[src/rtl/pri_encoder_arb_n_pkg.sv]
// rtl/pri_encoder_arb_n_pkg.sv - shared types, limits and index helper for pri_encoder_arb_n
package pri_enc_pkg;

    // Largest supported request vector and the index width it needs
    localparam int MAX_N = 256;
    localparam int MAX_W = $clog2(MAX_N);

    // Output register state: EMPTY holds no grant, FULL presents one
    typedef enum logic {
        EMPTY = 1'b0,
        FULL  = 1'b1
    } arb_state_e;

    // Binary index of a one-hot vector; a zero vector maps to index 0
    function automatic logic [MAX_W-1:0] onehot_to_idx(input logic [MAX_N-1:0] oh);
        logic [MAX_W-1:0] idx;
        idx = '0;
        for (int i = 0; i < MAX_N; i++) begin
            if (oh[i]) begin
                idx = idx | MAX_W'(i);
            end
        end
        return idx;
    endfunction

endpackage

[src/rtl/pri_encoder_arb_n_if.sv]
// rtl/pri_encoder_arb_n_if.sv - request/grant bundle between requesters, arbiter and consumer
interface pri_encoder_arb_n_if #(
    parameter int N = 8
);
    localparam int W = $clog2(N);

    logic [N-1:0] req;
    logic         out_valid;
    logic         out_ready;
    logic [W-1:0] out_idx;
    logic [N-1:0] out_onehot;
    logic         any_req;

    // Requesters and consumer side
    modport master (
        output req,
        output out_ready,
        input  out_valid,
        input  out_idx,
        input  out_onehot,
        input  any_req
    );

    // Arbiter side
    modport slave (
        input  req,
        input  out_ready,
        output out_valid,
        output out_idx,
        output out_onehot,
        output any_req
    );

endinterface

[src/rtl/pri_encoder_arb_n_find.sv]
// rtl/pri_encoder_arb_n_find.sv - combinational circular-downward request finder
module pri_find_n
    import pri_enc_pkg::*;
#(
    parameter int N = 8,
    localparam int W = $clog2(N)
) (
    input  logic [N-1:0] req,
    input  logic [W-1:0] start,
    output logic         found,
    output logic [W-1:0] idx
);

    logic [MAX_N-1:0] hit;

    // Walk start, start-1, ..., 0, N-1, ..., start+1 and mark the first set request
    always_comb begin
        hit   = '0;
        found = 1'b0;
        for (int i = 0; i < N; i++) begin
            int pos;
            pos = (int'(start) >= i) ? (int'(start) - i) : (int'(start) + N - i);
            if (!found && req[pos]) begin
                found    = 1'b1;
                hit[pos] = 1'b1;
            end
        end
        idx = W'(onehot_to_idx(hit));
    end

endmodule

[src/rtl/pri_encoder_arb_n.sv]
// rtl/pri_encoder_arb_n.sv - registered priority encoder/arbiter, round-robin when PRI_ENC_ARB_RR_EN is defined
module pri_encoder_arb_n
    import pri_enc_pkg::*;
#(
    parameter int N = 8
) (
    input logic              clk,
    input logic              rst_n,
    pri_encoder_arb_n_if.slave bus
);

    localparam int           W    = $clog2(N);
    localparam logic [W-1:0] LAST = W'(N - 1);
    localparam logic [N-1:0] ONE  = {{(N-1){1'b0}}, 1'b1};

    arb_state_e   state_q, state_d;
    logic [W-1:0] idx_q, idx_d;
    logic [N-1:0] oh_q, oh_d;
    logic         accept;
    logic         load;
    logic         found;
    logic [W-1:0] start;
    logic [W-1:0] win_idx;

    assign accept = (state_q == FULL) && bus.out_ready;
    assign load   = (state_q == EMPTY) || accept;

`ifdef PRI_ENC_ARB_RR_EN
    logic [W-1:0] ptr_q;
    logic [W-1:0] ptr_after;

    // The just-accepted index becomes lowest priority; the search on the
    // accepting edge already uses the rotated pointer so grants never repeat early
    assign ptr_after = (idx_q == '0) ? LAST : (idx_q - W'(1));
    assign start     = accept ? ptr_after : ptr_q;

    // Priority pointer advances only when the consumer takes a grant
    always_ff @(posedge clk or negedge rst_n) begin
        if (!rst_n) begin
            ptr_q <= LAST;
        end else if (accept) begin
            ptr_q <= ptr_after;
        end
    end
`else
    assign start = LAST;
`endif

    pri_find_n #(
        .N (N)
    ) u_find (
        .req   (bus.req),
        .start (start),
        .found (found),
        .idx   (win_idx)
    );

    // Next grant: load a winner or go empty on load edges, otherwise freeze
    always_comb begin
        state_d = state_q;
        idx_d   = idx_q;
        oh_d    = oh_q;
        if (load) begin
            if (found) begin
                state_d = FULL;
                idx_d   = win_idx;
                oh_d    = ONE << win_idx;
            end else begin
                state_d = EMPTY;
                oh_d    = '0;
            end
        end
    end

    // Grant registers; reset drops any pending grant immediately
    always_ff @(posedge clk or negedge rst_n) begin
        if (!rst_n) begin
            state_q <= EMPTY;
            idx_q   <= '0;
            oh_q    <= '0;
        end else begin
            state_q <= state_d;
            idx_q   <= idx_d;
            oh_q    <= oh_d;
        end
    end

    assign bus.out_valid  = (state_q == FULL);
    assign bus.out_idx    = idx_q;
    assign bus.out_onehot = oh_q;
    assign bus.any_req    = |bus.req;

endmodule

[src/flat_wrapper.sv]
// flat-port wrapper written by rule: the top's interface ports become plain ports
module pri_encoder_arb_n_flat import pri_enc_pkg::*;
#(
    parameter int N = 8
)
  (clk, rst_n, bus_req, bus_out_ready, bus_out_valid, bus_out_idx, bus_out_onehot, bus_any_req);
  pri_encoder_arb_n_if #(.N(N)) bus_i ();
  input logic clk;
  input logic rst_n;
  input wire logic [$bits(bus_i.req)-1:0] bus_req;
  input wire logic [$bits(bus_i.out_ready)-1:0] bus_out_ready;
  output wire logic [$bits(bus_i.out_valid)-1:0] bus_out_valid;
  output wire logic [$bits(bus_i.out_idx)-1:0] bus_out_idx;
  output wire logic [$bits(bus_i.out_onehot)-1:0] bus_out_onehot;
  output wire logic [$bits(bus_i.any_req)-1:0] bus_any_req;
  assign bus_i.req = bus_req;
  assign bus_i.out_ready = bus_out_ready;
  assign bus_out_valid = bus_i.out_valid;
  assign bus_out_idx = bus_i.out_idx;
  assign bus_out_onehot = bus_i.out_onehot;
  assign bus_any_req = bus_i.any_req;
  pri_encoder_arb_n #(.N(N)) u_core (.clk(clk), .rst_n(rst_n), .bus(bus_i));
endmodule
[config.mk]
export PLATFORM = sky130hd
export DESIGN_NAME = pri_encoder_arb_n_flat
export DESIGN_NICKNAME = d
export VERILOG_FILES = /design/src/rtl/pri_encoder_arb_n_pkg.sv /design/src/rtl/pri_encoder_arb_n_if.sv /design/src/rtl/pri_encoder_arb_n_find.sv /design/src/rtl/pri_encoder_arb_n.sv /design/src/flat_wrapper.sv
export SDC_FILE = /design/constraint.sdc
export NUM_CORES = 1
export LEC_CHECK = 0
export CAP_MARGIN = 20
export CORE_MARGIN = 3
export CORE_UTILIZATION = 43
export CTS_CLUSTER_DIAMETER = 40
export DETAILED_ROUTE_END_ITERATION = 16
export GPL_TIMING_DRIVEN = 0
export PLACE_DENSITY = 0.81
export REMOVE_ABC_BUFFERS = 1
export SYNTH_ARGS = -nofsm -noshare
export SYNTH_HDL_FRONTEND = slang
export SYNTH_SLANG_ARGS = --single-unit
[constraint.sdc]
create_clock -name clk -period 2.5 [get_ports clk]
set_input_delay 0.5 -clock clk [delete_from_list [all_inputs] [get_ports clk]]
set_output_delay 0.5 -clock clk [all_outputs]
set_load 0.02 [all_outputs]
# Yosys cells after proc, flatten, opt, wreduce, memory -nomap -nowiden
# Index checks and enable logic that the tools add are counted.
totals:
  out_inout_bits: 13
  input_bits: 11
  reg_bits: 12
classes:
  n_shift: 1
  mux: 274
  reduce_logical: 18
  n_bitwise: 1
  eq_ne: 1
op_table:
  columns: ["cell", "count"]
  rows:
  - ["2-to-1 mux 8 bit", 115]
  - ["2-to-1 mux 7 bit", 65]
  - ["2-to-1 mux 6 bit", 33]
  - ["2-to-1 mux 5 bit", 17]
  - ["2-to-1 mux 3 bit", 15]
  - ["2-to-1 mux 4 bit", 9]
  - ["2-to-1 mux 2 bit", 7]
  - ["2-to-1 mux 1 bit", 13]
  - ["logical AND 1 bit", 8]
  - ["OR reduction 8 bit", 1]
  - ["<< shifter 1 x 3 -> 8 bit, first input constant", 1]
  - ["logical NOT 1 bit", 7]
  - ["inequality test 2 bit, second input constant", 1]
  - ["AND reduction 2 bit", 1]
  - ["logical OR 1 bit", 1]
  - ["NOT 1 bit", 1]

# Longest topological paths before layout
# Gate-level depths: netlist of run 1.
depth:
  word_depth: 275
  mapped_depth: 4
  mapped_depth_nobuf: 4

# By module
# A second synthesis of run 1 with hierarchy kept.
unflattened:
  cells_unflattened: 273
  area_unflattened_um2: 2441.1
by_module_without_submodules:
  columns: ["mod", "area_each_um2", "n_inst", "cells_each"]
  rows:
  - ["pri_find_n", 1924.3, 1, 232]
  - ["pri_encoder_arb_n", 516.7, 1, 41]

# Least setup slack after synthesis of run 1
# Ideal clock, no wire load.
synth_timing:
  path_kind: "input to output"
  startpoint: "input port bus_req[7]"
  endpoint: "output port bus_any_req"
  setup_slack_ps: 904
  arrival_ps: 1096
  path_stages: 2
  cell_sequence: "nor4_4 > nand2_1"
synth_via:
  elab_chain_cells: 1
synth_lines:
  columns: ["element", "line_no", "rtl"]
  rows:
  - ["from (decl)", "flat_wrapper.sv:10", "input wire logic [$bits(bus_i.req)-1:0] bus_req;"]
  - ["OR reduction 8 bit", "pri_encoder_arb_n.sv:91", "assign bus.any_req = |bus.req;"]
  - ["to (decl)", "flat_wrapper.sv:15", "output wire logic [$bits(bus_i.any_req)-1:0] bus_any_req;"]
# No other way between the ends.

# Worst setup path in the final report of run 1
layout_timing:
  startpoint: "input port bus_req[2]"
  endpoint: "output port bus_any_req"
# Same word-level chain as after synthesis.

==> flow_metrics.py, run 1 <==
metrics = {
    "detailed_routing": {
        "viasPerCell": 5.354,
        "vias": 530,
        "post_drt_wl_per_cell_um": 14.17,
        "drt-total-wl_um": 1403,
        "initialDrtViolationCount": 13,
        "ant_nets": 0,
        "drc": 0,
        "firstDrtPassIters": 4,
    },
    "sta": {
        "max_freq_mhz": 427.9,
        "tightestPinTransition_ns": 0.9752,
        "fin_setup_tns_ns": 0,
        "clock_skew_ns": 0.007418,
        "slew_headroom": 0.3485,
        "maxSlewViolCount": 0,
        "setup_viol": 0,
        "rsz0062_at_grt": "no",
        "whs_ns": 0.4683,
        "timing_hold_violations_final": 0,
        "min_period_over_period": 0.9348,
        "final.min_clock_period_ns": 2.337,
    },
    "power_and_ir_drop": {
        "p_clk_frac": 0.343,
        "p_leak_uw": 0.0003638,
        "switchingPower_uw": 116.8,
        "p_int_uw": 331.4,
        "p_comb_frac": 0.193,
        "vdd_drop_max_v": 0.0005930,
        "swShare": 0.2606,
        "seq_power_share": 0.464,
        "p_per_area_mw_per_mm2": 520.0,
    },
    "finish": {
        "num-fill-cells": 95,
        "syn_to_final_growth_pct": 52.10,
        "layout.nets": 97,
        "drive_above_1_share": 0.1059,
        "num_antenna_cells": 0,
        "final-seq-area_um2": 300.3,
        "final_common_cell": "clkdlybuf4s50_1",
        "layout_common_cells": "clkdlybuf4s50_1 (22), nand2_1 (15), dfrtp_1 (12), nor2_1 (5), o21ai_0 (4)",
        "multi_input_area_um2": 264.0,
        "final_area_um2": 862.1,
        "fin_util": 0.7361,
    },
    "hold_path": {
        "min_to": "u_core.bus.out_onehot[2]",
        "hold_depth": 2,
        "min_from": "u_core.bus.out_onehot[2]",
        "hp-class": "reg -> reg",
    },
    "global_route": {
        "grt_pass1_wl_um": 2477,
        "grt-busiest-layer": "met2",
        "grtUsageMet3": 0.04292,
        "grt_overflow": 0,
        "grt_max_degree": 16,
        "met1_usage": 0.2237,
        "grtUsageTotal": 0.1824,
        "antenna_found_initial": 0,
        "grt_use_met2": 0.2888,
        "grt_pass1_vias": 560,
    },
    "yosys": {
        "synth_area_leader_cell": "dfrtp_1",
        "yosys_warnings": 0,
        "avgSynthCellArea_um2": 9.772,
        "synth_top_area_frac": 0.5298,
        "synthTopCellsByArea": "dfrtp_1 (53%), nand2_1 (9.9%), nor4_4 (3.8%)",
        "ys_seq_elements": 12,
        "synth_cell_types": 20,
        "synth_area_um2": 566.8,
        "synth-seq-area-share": 0.5298,
        "synth_cells": 58,
    },
    "placed_design": {
        "dp_hpwl_um": 963.9,
        "globalplace.congestion": 0.7907,
        "portBuffers": 23,
        "postPlaceCellArea_um2": 810.8,
    },
    "floorplan": {
        "core_area_mm2": 0.001171,
        "start_util": 0.4840,
        "ios": 24,
        "dieArea_mm2": 0.001790,
        "die_h_um": 42.31,
        "die_x_um": 42.31,
        "num_rows": 12,
    },
    "clocking": {
        "postCtsHoldBufs": 0,
        "clock_path_buffers": 2,
        "cts_made_buffers": 3,
        "cts.sinks": 12,
        "cts_tree": "done",
        "htreeDepth": 1,
        "clkTransAtPathRegs_ns": 0.08,
        "cts_root_buf": "clkbuf_4",
        "clock_latency_ns": 0.27,
    },
    "worst_setup_path": {
        "rr_worst_depth": 4,
        "crit_fanout": 5,
        "crit_path_end_kind": "output port",
        "r2r_slack_ns": 0.79,
        "worstPathArrival_ns": 1.84,
        "startpoint_type": "input port",
        "worstReg2RegEnd": "u_core.bus.out_idx[1]",
        "crit_type": "in -> out",
        "timing.rr.start": "u_core.bus.out_valid",
        "worstPathRequired_ns": 2.00,
    },
    "job": {
        "maxCapViolCount": 0,
    },
    "status": {
        "run_status": "complete, no violations",
    },
}
cell usage after synthesis:
library cell,count
nand2_1,15
dfrtp_1,12
nor2_1,5
o21ai_0,4
a21oi_1,3
inv_1,2
nand3_1,2
nand4b_1,2
o31ai_1,2
a21o_1,1
a21o_2,1
clkbuf_1,1
nand2b_1,1
nor2b_1,1
nor4_2,1
nor4_4,1
o211ai_1,1
o21a_1,1
o311ai_0,1
o41ai_2,1
kinds of logic after synthesis:
family / synth area share
flops: 0.5298
simple gates: 0.2627
buf+inv: 0.01987
compound gates: 0.1877
power by group through the flow:
stage / clock [uW] / combinational [uW] / sequential, uW
global placement: 0 / 82.6 / 211
CTS: 156 / 86.8 / 208
detailed placement: 0 / 83.6 / 212
finish: 154 / 86.5 / 208
global route: 165 / 93.4 / 209
floorplan: 0 / 21.5 / 223
metrics by stage:
stage                     worst slack [ns]  instances  total power, uW
after floorplan                     0.9038         57            245.0
after global placement             -0.1724         94            294.0
after detailed placement           -0.1922         94            295.7
after CTS                           0.1842         99            450.8
after global routing               0.09369         99            467.3
final                               0.1631         99            448.2
worst max path at each step:
stage	from	to	slack, ns	depth (start not counted)
2_1_floorplan	bus_req[7]	bus_any_req	0.90	2
5_1_grt	bus_req[2]	bus_any_req	0.09	4
3_3_place_gp	bus_req[7]	bus_any_req	-0.17	4
6_report	bus_req[2]	bus_any_req	0.16	4
3_5_place_dp	bus_req[7]	bus_any_req	-0.19	4
4_1_cts	bus_req[2]	bus_any_req	0.18	4
critical path: stages:
cell and delay [ns]:
clkdlybuf4s50_1 0.52, nor4_4 0.38, nand2_1 0.11, dlygate4sd2_1 0.33
timing repair:
| item | in CTS | in global routing |
|---|---|---|
| resized for setup | 2 | 0 |
| endpoints found under the hold margin | 0 | 0 |
| setup buffers | 1 | 0 |
| endpoints found under the setup margin | 1 | 0 |
registers in the layout (all words and copies together), names as in the netlist:
register / cells
u_core.bus.out_idx: 3
u_core.bus.out_onehot: 8
u_core.bus.out_valid: 1
layout make-up:
cell class                 instances  share of cell area
inverter                           2            0.008708
multi-input combinational         43              0.3062
tap                               14             0.02032
clock buffer                       4             0.04209
timing repair buffer              24              0.2743
sequential                        12              0.3483
metal layers:
metal / up-vias / part of all wire
met1: 247 / 0.46
met2: 20 / 0.47
met4: 0 / 0.019
met5: - / 0
met3: 2 / 0.054
li1: 261 / -
(Power assumes the default switching activity.)
==> run 2: changes to the inputs <==
--- a/config.mk
+++ b/config.mk
@@ -7,11 +7,11 @@
 export LEC_CHECK = 0
 export CAP_MARGIN = 20
 export CORE_MARGIN = 3
-export CORE_UTILIZATION = 43
+export CORE_UTILIZATION = 40
 export CTS_CLUSTER_DIAMETER = 40
 export DETAILED_ROUTE_END_ITERATION = 16
 export GPL_TIMING_DRIVEN = 0
-export PLACE_DENSITY = 0.81
+export PLACE_DENSITY = 0.76
 export REMOVE_ABC_BUFFERS = 1
 export SYNTH_ARGS = -nofsm -noshare
 export SYNTH_HDL_FRONTEND = slang
==> run 2 against run 1 <==
Critical path depth unchanged. Clock power shrank 26%. Fmax rose by 8.3%.
==> flow_metrics.py, run 2 (synthesis gave the netlist of run 1 again) <==
metrics = {
    "worst_setup_path": {
        "startpoint_type": "input port",
        "worstReg2RegEnd": "u_core.bus.out_idx[1]",
        "worstPathArrival_ns": 1.66,
        "crit_path_end_kind": "output port",
        "timing.rr.start": "u_core.bus.out_valid",
        "crit_type": "in -> out",
        "crit_fanout": 5,
        "worstSetupStartpoint": "bus_req[5]",
        "r2r_slack_ns": 0.75,
        "rr_worst_depth": 4,
        "worstPathRequired_ns": 2.00,
    },
    "job": {
        "maxCapViolCount": 0,
    },
    "sta": {
        "min_period_over_period": 0.8630,
        "timing_hold_violations_final": 0,
        "clock_skew_ns": 0.006722,
        "fin_setup_tns_ns": 0,
        "rsz0062_at_grt": "no",
        "slew_headroom": 0.3224,
        "max_freq_mhz": 463.5,
        "tightestPinTransition_ns": 1.014,
        "setup_viol": 0,
        "final.min_clock_period_ns": 2.158,
        "layout_setup_ws_ns": 0.3424,
        "maxSlewViolCount": 0,
    },
    "detailed_routing": {
        "initialDrtViolationCount": 8,
        "firstDrtPassIters": 4,
        "ant_nets": 0,
        "vias": 540,
        "viasPerCell": 5.455,
        "post_drt_wl_per_cell_um": 13.85,
        "drt-total-wl_um": 1371,
        "drc": 0,
    },
    "power_and_ir_drop": {
        "p_leak_uw": 0.0003637,
        "p_int_uw": 299.5,
        "vdd_drop_max_v": 0.0002805,
        "power.total_uw": 408.3,
        "swShare": 0.2665,
        "p_comb_frac": 0.212,
        "switchingPower_uw": 108.8,
        "p_per_area_mw_per_mm2": 475.0,
        "p_clk_frac": 0.279,
        "seq_power_share": 0.509,
    },
    "clocking": {
        "postCtsHoldBufs": 0,
        "cts_made_buffers": 3,
        "cts.sinks": 12,
        "cts_tree": "done",
        "clkTransAtPathRegs_ns": 0.07,
        "htreeDepth": 1,
        "cts_root_buf": "clkbuf_4",
        "clock_path_buffers": 2,
        "clock_latency_ns": 0.27,
    },
    "global_route": {
        "grtUsageTotal": 0.1626,
        "grt_overflow": 0,
        "grt_pass1_wl_um": 2373,
        "grt_max_degree": 16,
        "grt_pass1_vias": 559,
        "antenna_found_initial": 0,
    },
    "finish": {
        "layout_common_cells": "clkdlybuf4s50_1 (22), nand2_1 (15), dfrtp_1 (12), nor2_1 (5), o21ai_0 (4)",
        "syn_to_final_growth_pct": 51.66,
        "final_common_cell": "clkdlybuf4s50_1",
        "layout.nets": 98,
        "largest_reg_flops": 8,
        "num_antenna_cells": 0,
        "drive_above_1_share": 0.1059,
    },
    "placed_design": {
        "globalplace.congestion": 0.7345,
        "portBuffers": 23,
        "dp_hpwl_um": 944,
        "pre_cts_slack_ns": -0.1527,
    },
    "hold_path": {
        "min_from": "u_core.bus.out_onehot[4]",
        "hold_depth": 2,
        "hp-class": "reg -> reg",
        "min_to": "u_core.bus.out_onehot[4]",
    },
    "floorplan": {
        "core_area_mm2": 0.001216,
        "ios": 24,
        "start_util": 0.4660,
        "die_x_um": 43.64,
        "dieArea_mm2": 0.001904,
        "die_h_um": 43.64,
        "num_rows": 12,
    },
    "status": {
        "run_status": "complete, no violations",
    },
}
## run 2: changes by cell type in the layout (fill, tap and decap cells not counted)
cell,delta
buf_4,+1
clkbuf_8,-1
dlygate4sd2_1,-1
dlymetal6s2s_1,+1
## run 2: worst max path at each step
stage / slack (ns) / cells past startpoint / end
2_1_floorplan: 0.90 / 2 / bus_any_req
3_3_place_gp: -0.17 / 4 / bus_any_req
3_5_place_dp: -0.15 / 4 / bus_any_req
4_1_cts: 0.03 / 4 / bus_any_req
5_1_grt: 0.27 / 4 / bus_any_req
6_report: 0.34 / 4 / bus_any_req
## run 2: critical path, cell delays in order
cell	delay, ns
clkdlybuf4s50_1	0.50
nor4_4	0.36
nand2_1	0.08
dlymetal6s2s_1	0.21
## run 2: per-stage QoR
step / std cells / hold WS [ns] / util / cell area [um^2]
floorplan: 57 / 0.2044 / - / 563.0
global placement: 94 / 0.4492 / 0.6667 / 810.8
detailed placement: 94 / 0.4547 / 0.6667 / 810.8
CTS: 99 / 0.4718 / 0.7047 / 857.1
global route: 99 / 0.5064 / 0.7068 / 859.6
finish: 99 / 0.4640 / 0.7068 / 859.6
## run 2: power by group through the flow
stage                     Combinational, uW  Sequential [uW]  Clock [uW]
after floorplan                        21.5              223           0
after global placement                 83.2              211           0
after detailed placement               84.0              211           0
after CTS                              87.2              208         119
after global routing                   93.2              209         129
final                                  86.6              208         114
## run 2: final cells by class
type / instances / area, um^2
fill: 97 / 356.6
sequential: 12 / 300.3
timing repair buffer: 25 / 247.7
inverter: 2 / 7.507
clock buffer: 3 / 22.52
tap: 14 / 17.52
multi-input combinational: 43 / 264.0
## run 2: per-layer routing
metal	global-route usage	vias up	routed length (um)
met1	0.2005	250	628
met2	0.2703	28	603
met5	0	-	0
li1	-	260	-
met4	0.05422	0	15
met3	0.04564	2	124
## run 2: timing repair
| action | 4_1_cts | 5_1_grt |
|---|---|---|
| resized for setup | 1 | 1 |
| buffers inserted | 2 | 0 |
| hold endpoints to repair | 0 | 0 |
| endpoints found under the setup margin | 1 | 1 |
| pin swaps | 2 | 0 |
